--- src/rtl/dac_spi_scheduler.sv ---
// rtl/dac_spi_scheduler.sv - two-chip DAC8734 SPI frame scheduler with shared sclk
// Define DAC_SCHED_ROUND_ROBIN_EN for round-robin arbitration; default is fixed priority to chip 0.
module dac_spi_scheduler #(
    parameter int CLK_DIV    = 4,
    parameter int GAP_CYCLES = 8
) (
    input  logic        CLK100MHZ,
    input  logic        reset,
    input  logic        req0_valid,
    input  logic [23:0] req0_data,
    output logic        req0_ready,
    input  logic        req1_valid,
    input  logic [23:0] req1_data,
    output logic        req1_ready,
    output logic        done0,
    output logic        done1,
    output logic        busy,
    output logic        sclk,
    output logic        csb0,
    output logic        csb1,
    output logic        sdio0,
    output logic        sdio1
);

    typedef enum logic [2:0] {IDLE, SETUP, SHIFT, HOLD, GAP} state_t;

    localparam logic [7:0] DIV_LAST = 8'(CLK_DIV - 1);
    localparam logic [7:0] GAP_LAST = 8'(GAP_CYCLES - 1);
    localparam logic [4:0] BIT_LAST = 5'd23;

    state_t      state;
    state_t      state_next;
    logic [7:0]  cnt;
    logic [7:0]  cnt_limit;
    logic        cnt_end;
    logic        phase;
    logic [4:0]  bit_cnt;
    logic [23:0] shreg;
    logic        sel;
    logic        grant_sel;
    logic        accept;
    logic        frame_active;

`ifdef DAC_SCHED_ROUND_ROBIN_EN
    logic last_sel;

    // last_sel resets to 1 so that chip 0 wins the first simultaneous request.
    always_ff @(posedge CLK100MHZ) begin
        if (reset) begin
            last_sel <= 1'b1;
        end else if (accept) begin
            last_sel <= grant_sel;
        end
    end

    always_comb begin
        grant_sel = 1'b0;
        if (req0_valid && req1_valid) begin
            grant_sel = ~last_sel;
        end else begin
            grant_sel = ~req0_valid;
        end
    end
`else
    always_comb begin
        grant_sel = ~req0_valid;
    end
`endif

    assign accept    = (state == IDLE) && (req0_valid || req1_valid) && !reset;
    assign cnt_limit = (state == GAP) ? GAP_LAST : DIV_LAST;
    assign cnt_end   = (cnt == cnt_limit);

    always_ff @(posedge CLK100MHZ) begin
        if (reset) begin
            state <= IDLE;
        end else begin
            state <= state_next;
        end
    end

    always_comb begin
        state_next = state;
        case (state)
            IDLE:  if (accept) state_next = SETUP;
            SETUP: if (cnt_end) state_next = SHIFT;
            SHIFT: if (cnt_end && phase && (bit_cnt == BIT_LAST)) state_next = HOLD;
            HOLD:  if (cnt_end) state_next = GAP;
            GAP:   if (cnt_end) state_next = IDLE;
            default: state_next = IDLE;
        endcase
    end

    // phase 0 is the sclk-low half of a period; data advances as sclk rises.
    always_ff @(posedge CLK100MHZ) begin
        if (reset) begin
            cnt     <= 8'd0;
            phase   <= 1'b0;
            bit_cnt <= 5'd0;
            shreg   <= 24'd0;
            sel     <= 1'b0;
        end else begin
            if (state == IDLE || cnt_end) begin
                cnt <= 8'd0;
            end else begin
                cnt <= cnt + 8'd1;
            end

            if (state == SHIFT && cnt_end) begin
                phase <= ~phase;
            end else if (state != SHIFT) begin
                phase <= 1'b0;
            end

            if (state == SHIFT && cnt_end && phase) begin
                bit_cnt <= (bit_cnt == BIT_LAST) ? 5'd0 : bit_cnt + 5'd1;
            end else if (state != SHIFT) begin
                bit_cnt <= 5'd0;
            end

            if (accept) begin
                shreg <= grant_sel ? req1_data : req0_data;
                sel   <= grant_sel;
            end else if (state == SHIFT && cnt_end && !phase) begin
                shreg <= {shreg[22:0], 1'b0};
            end
        end
    end

    assign frame_active = !reset && (state == SETUP || state == SHIFT || state == HOLD);

    always_comb begin
        req0_ready = accept && !grant_sel;
        req1_ready = accept && grant_sel;
        done0      = !reset && (state == GAP) && cnt_end && !sel;
        done1      = !reset && (state == GAP) && cnt_end && sel;
        busy       = !reset && (state != IDLE);
        sclk       = !(!reset && state == SHIFT && !phase);
        csb0       = !(frame_active && !sel);
        csb1       = !(frame_active && sel);
        sdio0      = frame_active && !sel && shreg[23];
        sdio1      = frame_active && sel && shreg[23];
    end

endmodule

--- config.mk ---
export PLATFORM = sky130hd
export DESIGN_NAME = dac_spi_scheduler
export DESIGN_NICKNAME = d
export VERILOG_FILES = /design/src/rtl/dac_spi_scheduler.sv
export SDC_FILE = /design/constraint.sdc
export NUM_CORES = 1
export LEC_CHECK = 0
export ABC_CLOCK_PERIOD_IN_PS = 2000
export BUFFER_PORTS_ARGS = -buffer_cell sky130_fd_sc_hd__buf_2
export CAP_MARGIN = 10
export CORE_MARGIN = 8
export CORE_UTILIZATION = 30
export CTS_BUF_LIST = sky130_fd_sc_hd__clkbuf_8 sky130_fd_sc_hd__clkbuf_16
export DETAILED_ROUTE_END_ITERATION = 6
export PLACE_DENSITY = 0.51
export SLEW_MARGIN = 30
export SYNTH_ARGS = -nofsm -noshare
export SYNTH_HDL_FRONTEND = slang
export SYNTH_SLANG_ARGS = --single-unit
--- constraint.sdc ---
create_clock -name CLK100MHZ -period 2 [get_ports CLK100MHZ]
set_input_delay 0.1 -clock CLK100MHZ [delete_from_list [all_inputs] [get_ports CLK100MHZ]]
set_output_delay 0.1 -clock CLK100MHZ [all_outputs]
set_load 0.05 [all_outputs]
==> summary.md, run 1 <==
| Metric | Value |
|---|---|
| Outcome | `finished clean` |
| CTS buffer count | `5` |
| Die area | `0.0104 sq mm` |
| Worst Path Max Fanout | `5` |
| Worst-margin pin slew | `441 ps` |
| Post-route ant nets | `0` |
| Routability Congestion | `0.758` |
| Number of antenna diodes | `0` |
| Arrival @ worst endpoint | `1800 ps` |
| Ys Warns | `0` |
| Share of cells above drive strength 1 | `32.5%` |
| Yosys cell types | `39` |
| Slew headroom | `70.6%` |
| Avg Cell Area, Syn | `9.79 sq um` |
| Final max-slew violation count | `0` |
| Fin cells | `391` |
| Initial Utilization | `30.8%` |
| Syn-to-layout area delta | `22.5%` |
| Async SR Flop Fraction | `0%` |
| Buf/Inv on CP | `1` |
| Chip width | `102 um` |
| Mapped Cells | `227` |
| Die Height | `102 um` |
| Main synth FF type | `dfxtp_1` |
| Remaining DRCs | `0` |
| Most frequent CP cell | `or3_4` |
| Post-placement cell count | `382` |
| # clock sinks | `42` |
| Setup Viol. Count Final | `0` |
| Core Area | `0.00721 sq mm` |
| VDD IR-drop max | `0.000298 V` |
| H-tree depth | `2` |
| Cell family with most CP delay | `simple AND/OR/NAND/NOR gates` |
| HP Class | `in2reg` |
| DRT Pass-1 Iters | `6` |
| Min Tclk post-route | `1900 ps` |
| Worst Setup Start Kind | `flop` |
| Initial DRC Count | `104` |
| EDFF count, synth | `0` |
| Fillers | `780` |
| Yosys top cell area share | `37.8%` |
| Seq cells post-synth | `42` |
| CTS Root Cell | `clkbuf_8` |
| Fmax | `528 MHz` |
| DRT Wirelength | `5.05 mm` |
| Max-capacitance violation count | `0` |
| DR WL/cell | `12.9 um` |
| Count of final hold-check violations | `0` |
| Yosys top cell by area | `dfxtp_1` |
| Antenna violations before repair | `0` |
| Reg2Reg Setup Slack | `230 ps` |
| Slowest cell delay on critical path | `410 ps` |
| Buffers on Ports | `61` |
| Fin nets | `345` |
| Post-DP HPWL | `3.87 mm` |
| Final period utilization | `94.8%` |
| Sequential area share after synthesis | `37.8%` |
| Worst-skew pair later-pin latency | `300 ps` |
| Vias in the first global route | `1824` |
| Vias | `1790` |
| First-pass GRT wire length | `8.30 mm` |
| Worst Skew | `8.42 ps` |
| I/O Pins | `62` |
| Total number of placement rows | `31` |
| Cell breakdown of the critical path | `or3_4 > or3_4 > nor2_2 > buf_4` |
| Area contributors post-synth | `dfxtp_1 (38%), mux2i_1 (23%), o22ai_1 (6.5%)` |
| Kind of critical path | `reg2out` |
| Cell area after layout | `0.00272 sq mm` |
| Placed Instance Area | `0.00261 sq mm` |
| Global route overflow | `0` |
| CP endpoint kind | `output pin` |
| Dominant cell by count in the synthesized netlist | `mux2i_1` |
| Leak Pwr | `1.33 nW` |
| All-layer global routing usage | `9.92%` |
| CTS tree | `yes` |
| Post-Syn Area | `0.00222 sq mm` |
| RSZ-0062 raised after global routing | `false` |
| Overall Power | `1.79 mW` |
| Required time of the critical path | `1900 ps` |
| Critical-path top delay cell | `or3_4` |
| Clock transition at the registers of the reported paths | `80 ps` |
| Post-Syn Nets | `281` |
| PwrDens | `658 mW/mm^2` |
| Largest net degree at the start of global routing | `29` |
| Worst-case clock buffer depth | `2` |
| Drt via density | `4.58` |
| Synth top cells by count | `mux2i_1 (52), dfxtp_1 (42), o22ai_1 (23)` |
[sequential cells by signal, summed over array words and instances, names as in the netlist]
register / count
bit_cnt: 5
cnt: 8
phase: 1
sel: 1
shreg: 24
state: 3
[path summary, 6_finish.rpt]
check        depth (start not counted)    endpoint    startpoint
min reg2reg                          2    shreg[0]      shreg[0]
max reg2reg                          6    shreg[4]        cnt[0]
max                                  4  req1_ready      state[2]
min                                  3    shreg[4]  req1_data[4]
[metal layers]
metal  part of all wire [%]  global-route usage (%)
met5                      0                       0
met4                    1.0                    3.05
met3                    8.4                    3.41
met1                     45                    12.0
met2                     45                    16.1
[logic make-up (layout without fill, tap and decap cells)]
group / Yosys count / in the layout / synth area share (%)
compound gates: 30 / 30 / 8.39
mux: 53 / 53 / 23.9
buf+inv: 17 / 82 / 6.19
fa+ha+maj: 2 / 2 / 1.13
simple gates: 74 / 74 / 19.0
flops: 42 / 42 / 37.8
xor+xnor: 9 / 9 / 3.55
[what timing repair did]
action,in CTS,in global routing
pin swaps,1,0
hold buffers,0,0
gates resized for setup,2,3
setup endpoints to repair,3,3
setup buffers,1,0
[cell type report]
cell class	count	area, sq um	share of cell area (%)
multi-input combinational	168	1270	46.5
sequential	42	841	30.9
timing repair buffer	72	395	14.5
tap	99	124	4.55
clock buffer	5	68.8	2.53
clock inverter	3	18.8	0.690
inverter	2	7.51	0.276
[placed cells by master (no fill, tap or decap), types with 2 or more instances in the layout]
cell type,instances
buf_2,58
xor2_1,7
or3_4,2
nor3_1,4
buf_4,13
nand4_1,3
inv_1,2
mux2i_1,52
or2_2,2
nand3_1,11
o22ai_1,23
and3_1,5
xnor2_1,2
a21oi_1,3
nand3b_1,2
nor2_1,16
clkbuf_8,5
nand2_1,14
nand2b_1,2
clkinv_2,2
dfxtp_1,42
[tightest hold or removal path, cell delays in order]
cell,delay (ps)
buf_2,70
mux2i_1,60
o22ai_1,110
[through the flow]
step	hold WS, ps	setup WS [ps]	TNS, ps	utilization, %
after floorplan	289	-29.1	-29.1	-
after global placement	388	259	0	36.2
after detailed placement	395	170	0	36.2
after CTS	78.4	9.36	0	37.6
after global routing	81.2	8.19	0	37.7
final	85.0	105	0	37.7
[power breakdown]
group | total [mW] | switching [mW] | internal (mW) | leakage [nW]
registers | 0.937 | 0.0361 | 0.901 | 0.344
logic | 0.315 | 0.168 | 0.147 | 0.941
clock network | 0.539 | 0.294 | 0.246 | 0.0483
Power figures use the tool's default switching activity.
==> run 2: changes to the inputs <==
Settings changed: ABC_CLOCK_PERIOD_IN_PS 2000 to 1530, PLACE_DENSITY 0.51 to 0.53.
Clock period 2 ns to 1.53 ns, I/O delays scaled along.
==> summary.md, run 2 (synthesis gave the netlist of run 1 again) <==
| Metric | Value |
|---|---|
| CTS buffer count | `5 (unchanged)` |
| Die area | `0.0104 sq mm (unchanged)` |
| Reg2Reg Setup Slack | `-130 ps (was 230 ps)` |
| Count of final hold-check violations | `0 (unchanged)` |
| Critical R2R Launch | `cnt[4] (was cnt[0])` |
| Register area | `851 sq um (was 841 sq um)` |
| Worst Setup Start Kind | `flop (unchanged)` |
| CP endpoint kind | `output pin (unchanged)` |
| Final max-slew violation count | `0 (unchanged)` |
| DRT Pass-1 Iters | `4 (was 6)` |
| Worst-margin pin slew | `317 ps (was 441 ps)` |
| Post-DP HPWL | `4.23 mm (was 3.87 mm)` |
| Reg2reg end | `shreg[1] (was shreg[4])` |
| Area of the multi-input gates | `0.00150 sq mm (was 0.00127 sq mm)` |
| HP Start | `req1_data[15] (was req1_data[4])` |
| Initial Utilization | `30.8% (unchanged)` |
| Leak Pwr | `1.64 nW (was 1.33 nW)` |
| Chip width | `102 um (unchanged)` |
| Fillers | `698 (was 780)` |
| Required time of the critical path | `1450 ps (was 1900 ps)` |
| Routability Congestion | `0.760 (was 0.758)` |
| H-tree depth | `2 (unchanged)` |
| Worst Path Max Fanout | `2 (was 5)` |
| Core Util, Final | `47.8% (was 37.7%)` |
| Vias | `2053 (was 1790)` |
| Most frequent cells in the layout | `mux2i_1 (52), buf_2 (52), dfxtp_1 (38) (was buf_2 (58), mux2i_1 (52), dfxtp_1 (42))` |
| Violated checks | `negative setup slack` |
| # clock sinks | `42 (unchanged)` |
| I/O Pins | `62 (unchanged)` |
| Final period utilization | `112%` |
| Core Area | `0.00721 sq mm (unchanged)` |
| Worst-skew pair later-pin latency | `300 ps (about the same)` |
| RSZ-0062 raised after global routing | `true (was false)` |
| Setup Viol. Count Final | `38 (was 0)` |
| Initial DRC Count | `53 (was 104)` |
| Die Height | `102 um (unchanged)` |
| All-layer global routing usage | `11.9% (was 9.92%)` |
| CTS Root Cell | `clkbuf_8 (unchanged)` |
| Min Tclk post-route | `1710 ps` |
| Total number of placement rows | `31 (unchanged)` |
| Clock transition at the registers of the reported paths | `80 ps (about the same)` |
| HP Class | `in2reg (unchanged)` |
| VDD IR-drop max | `0.000493 V (was 0.000298 V)` |
| Global route overflow | `0 (unchanged)` |
| CTS tree | `yes (unchanged)` |
| Share of cells above drive strength 1 | `48.9% (was 32.5%)` |
| Hold Path Depth | `3 (unchanged)` |
| Kind of critical path | `reg2out (unchanged)` |
| Worst Skew | `7.59 ps (was 8.42 ps)` |
| Syn-to-layout area delta | `55.1% (was 22.5%)` |
| WHS Endpoint | `shreg[15] (was shreg[4])` |
| Max-capacitance violation count | `0 (unchanged)` |
| Final WS setup | `-185 ps (was 105 ps)` |
| Buffers on Ports | `61 (unchanged)` |
| Biggest register | `shreg (unchanged)` |
| First-pass GRT wire length | `9.87 mm (was 8.30 mm)` |
| Slew headroom | `78.8% (was 70.6%)` |
| Arrival @ worst endpoint | `1640 ps (was 1800 ps)` |
| R2R depth | `7 (was 6)` |
| Max reg flops | `24 (unchanged)` |
| Remaining DRCs | `0 (unchanged)` |
| Antenna violations before repair | `0 (unchanged)` |
| Outcome | `finished with violations (was finished clean)` |
| DRT Wirelength | `6.35 mm (was 5.05 mm)` |
| Fin nets | `384 (was 345)` |
| DR WL/cell | `14.8 um (was 12.9 um)` |
| Post-route ant nets | `0 (unchanged)` |
| Number of antenna diodes | `0 (unchanged)` |
| Vias in the first global route | `2015 (was 1824)` |
| Worst-case clock buffer depth | `2 (unchanged)` |
| PwrDens | `729 mW/mm^2 (was 658 mW/mm^2)` |
| Largest regs | `shreg: 24 flops, cnt: 8 flops, bit_cnt: 5 flops (unchanged)` |
| Largest net degree at the start of global routing | `29 (unchanged)` |
| Fmax | `583 MHz` |
| Drt via density | `4.77 (was 4.58)` |
| Overall Power | `2.51 mW (was 1.79 mW)` |
## run 2: worst max-delay path, stage by stage (launching register included)
cell and delay (ps):
dfxtp_2 330, or3_4 380, or3_4 370, nor2_4 110
buf_8 150
## run 2: layout make-up
cell class	count	area share, %
repair buffers	108	25.5
multi-input cells	171	43.5
inverters	2	0.218
clock inverters	3	0.508
clock buffers	5	2.00
well taps	99	3.59
flip-flops and latches	42	24.7
## run 2: where the power goes
group          internal, mW  total, mW  switching (mW)
Combinational         0.287      0.576           0.289
Clock                 0.316      0.712           0.396
Sequential             1.18       1.23          0.0500
Total                  1.78       2.51           0.735
## run 2: per-layer routing
metal	wire length, um	GRT usage, %
met1	2760	14.7
met4	65	3.72
met2	3090	19.6
met5	0	0
met3	430	3.41
## run 2: worst max-delay path by stage
stage	startpoint	end	slack (ps)	cells past startpoint
2_1_floorplan	state[0]	req1_ready	-210	6
3_3_place_gp	state[2]	shreg[3]	-100	4
3_5_place_dp	state[2]	shreg[2]	-140	4
4_1_cts	state[2]	req1_ready	-170	4
5_1_grt	cnt[4]	done1	-250	5
6_report	state[2]	req1_ready	-180	4
## run 2: timing repair
action | CTS | global route
pin swaps | 6 | 36
resized for setup | 39 | 39
gates cloned | 5 | 2
buffers inserted | 9 | 7
hold buffers | 0 | 0
endpoints found under the setup margin | 35 | 48
hold endpoints to repair | 0 | 0
## run 2: through the flow
stage | instances | TNS (ps) | worst slack [ps] | instance area [sq um] | hold slack, ps
after floorplan | 227 | -3360 | -213 | 2310 | 265
after global placement | 401 | -2530 | -104 | 2840 | 361
after detailed placement | 401 | -3190 | -138 | 2840 | 373
after CTS | 422 | -3170 | -167 | 3240 | 59.4
after global routing | 430 | -6540 | -248 | 3450 | 63.2
final | 430 | -2590 | -185 | 3450 | 56.1
==> run 3: changes to the inputs <==
Settings changed: CORE_MARGIN 8 to 10.
==> summary.md, run 3 (synthesis gave the netlist of run 1 again) <==
| Metric | Value |
|---|---|
| Worst-skew pair later-pin latency | `290 ps (was 300 ps)` |
| H-tree depth | `2 (unchanged)` |
| Buf/Inv on CP | `1 (unchanged)` |
| Fin cells | `436 (was 430)` |
| Reg2Reg Setup Slack | `-190 ps (was -130 ps)` |
| Remaining DRCs | `0 (unchanged)` |
| Hold Path Depth | `3 (unchanged)` |
| Most frequent CP cell | `or3_4 (unchanged)` |
| PwrDens | `721 mW/mm^2 (was 729 mW/mm^2)` |
| Final period utilization | `115% (was 112%)` |
| Worst Skew | `5.83 ps (was 7.59 ps)` |
| Fillers | `686 (was 698)` |
| TNS Setup | `-4030 ps (was -2590 ps)` |
| Final max-slew violation count | `0 (unchanged)` |
| CTS Root Cell | `clkbuf_8 (unchanged)` |
| Antenna violations before repair | `0 (unchanged)` |
| DRT Wirelength | `6.53 mm (was 6.35 mm)` |
| Buffers on Ports | `61 (unchanged)` |
| Fmax | `570 MHz (was 583 MHz)` |
| Syn-to-layout area delta | `56.6% (was 55.1%)` |
| HP Class | `in2reg (unchanged)` |
| Min Tclk post-route | `1750 ps (was 1710 ps)` |
| Worst-margin pin slew | `264 ps (was 317 ps)` |
| RSZ-0062 raised after global routing | `true (unchanged)` |
| Worst Setup Start Kind | `flop (unchanged)` |
| Cell area after layout | `0.00348 sq mm (was 0.00345 sq mm)` |
| R2R depth | `8 (was 7)` |
| Vias in the first global route | `2107 (was 2015)` |
| Initial DRC Count | `57 (was 53)` |
| VDD IR-drop max | `0.000513 V (was 0.000493 V)` |
| Outcome | `finished with violations (unchanged)` |
| Slowest cell delay on critical path | `400 ps (was 380 ps)` |
| Max-capacitance violation count | `0 (unchanged)` |
| Final WS setup | `-225 ps (was -185 ps)` |
| Post-CTS Hold Buffers | `0 (unchanged)` |
| Cell breakdown of the critical path | `or3_4 > or3_4 > nor2_4 > buf_8 (unchanged)` |
| Number of antenna diodes | `0 (unchanged)` |
| Vias | `2043 (was 2053)` |
| Drt via density | `4.69 (was 4.77)` |
| Max reg flops | `24 (unchanged)` |
| Clock transition at the registers of the reported paths | `80 ps (about the same)` |
| Total number of placement rows | `31 (unchanged)` |
| Core Area | `0.00721 sq mm (unchanged)` |
| Routability Congestion | `0.762 (was 0.760)` |
| Arrival @ worst endpoint | `1680 ps (was 1640 ps)` |
| DRT Pass-1 Iters | `4 (unchanged)` |
| Cell family with most CP delay | `simple AND/OR/NAND/NOR gates (unchanged)` |
| Post-route ant nets | `0 (unchanged)` |
| Kind of critical path | `reg2out (unchanged)` |
| Worst Path Max Fanout | `2 (unchanged)` |
| I/O Pins | `62 (unchanged)` |
| First-pass GRT wire length | `10.6 mm (was 9.87 mm)` |
| All-layer global routing usage | `11.5% (was 11.9%)` |
| Chip width | `106 um (was 102 um)` |
| Worst-case clock buffer depth | `2 (unchanged)` |
| Post-placement cell count | `404 (was 401)` |
| Largest net degree at the start of global routing | `29 (unchanged)` |
| DR WL/cell | `15.0 um (was 14.8 um)` |
| Initial Utilization | `30.8% (unchanged)` |
| Fin nets | `390 (was 384)` |
| CP endpoint kind | `output pin (unchanged)` |
| Slew headroom | `82.3% (was 78.8%)` |
| CTS tree | `yes (unchanged)` |
| Setup Viol. Count Final | `41 (was 38)` |
| Placed Instance Area | `0.00286 sq mm (was 0.00284 sq mm)` |
| Post-DP HPWL | `4.40 mm (was 4.23 mm)` |
| Share of cells above drive strength 1 | `49.9% (was 48.9%)` |
| Most frequent cells in the layout | `buf_2 (52), mux2i_1 (51), dfxtp_1 (37) (was mux2i_1 (52), buf_2 (52), dfxtp_1 (38))` |
| Commonest non-fill, non-tap cell in the layout | `buf_2` |
| Leak Pwr | `1.66 nW (was 1.64 nW)` |
| Levels on crit path | `4 (unchanged)` |
| Die area | `0.0112 sq mm (was 0.0104 sq mm)` |
| Global route overflow | `0 (unchanged)` |
| Final hold slack | `59.9 ps (was 56.1 ps)` |
| CTS buffer count | `5 (unchanged)` |
| Violated checks | `negative setup slack (unchanged)` |
| # clock sinks | `42 (unchanged)` |
| Required time of the critical path | `1450 ps (about the same)` |
| Biggest register | `shreg (unchanged)` |
| Die Height | `106 um (was 102 um)` |
| Critical-path top delay cell | `or3_4 (unchanged)` |
| Count of final hold-check violations | `0 (unchanged)` |
| Largest regs | `shreg: 24 flops, cnt: 8 flops, bit_cnt: 5 flops (unchanged)` |
[run 3: cell count changes in the layout (fill, tap and decap cells not counted), sizes merged]
cell	delta
buf	+9
clkbuf	-3
[run 3: final cells by class]
cell class / count / area, sq um / share of cell area [%]
Timing Repair Buffer: 114 / 930 / 26.7
Tap cell: 99 / 124 / 3.56
Sequential cell: 42 / 850 / 24.4
Clock buffer: 5 / 68.8 / 1.98
Inverter: 2 / 7.51 / 0.216
Multi-Input combinational cell: 171 / 1480 / 42.6
Clock inverter: 3 / 17.5 / 0.503
[run 3: final timing paths]
check,from,endpoint
setup reg to reg,cnt[4],shreg[5]
setup / recovery,state[0],req1_ready
hold / removal,req1_data[18],shreg[18]
hold reg to reg,shreg[0],shreg[0]
[run 3: what timing repair did]
item | CTS | global route
pin swaps | 13 | 34
gates resized for setup | 45 | 31
buffers inserted | 12 | 10
setup endpoints to repair | 38 | 49
gates cloned | 6 | 1
[run 3: where the power goes]
part	switching [mW]	total (mW)	leakage, nW	internal, mW
clock	0.396	0.712	0.0493	0.316
combinational	0.284	0.570	1.27	0.286
sequential	0.0499	1.23	0.347	1.18
total	0.730	2.51	1.66	1.78
[run 3: layer usage]
| layer | share of wire, % | up-vias | track usage (%) |
|---|---|---|---|
| met5 | 0 | - | 0 |
| met4 | 0.92 | 0 | 3.48 |
| met3 | 7.2 | 4 | 3.68 |
| met2 | 49 | 56 | 19.3 |
| met1 | 43 | 934 | 13.8 |
| li1 | - | 1049 | - |
[run 3: stage by stage]
| stage | setup WS (ps) | power (mW) | utilization (%) |
|---|---|---|---|
| after floorplan | -213 | 1.56 | - |
| after global placement | -106 | 1.70 | 39.7 |
| after detailed placement | -133 | 1.71 | 39.7 |
| after CTS | -213 | 2.49 | 46.3 |
| after global routing | -289 | 2.64 | 48.2 |
| final | -225 | 2.51 | 48.2 |
[run 3: worst register-to-register path, cell delays in order, from the launching register on]
cell and delay, ps:
dfxtp_2 340, nor4_4 310, buf_4 170, buf_6 90, nand4_4 120, buf_12 180, buf_12 130, mux2i_2 160
o22ai_1 100
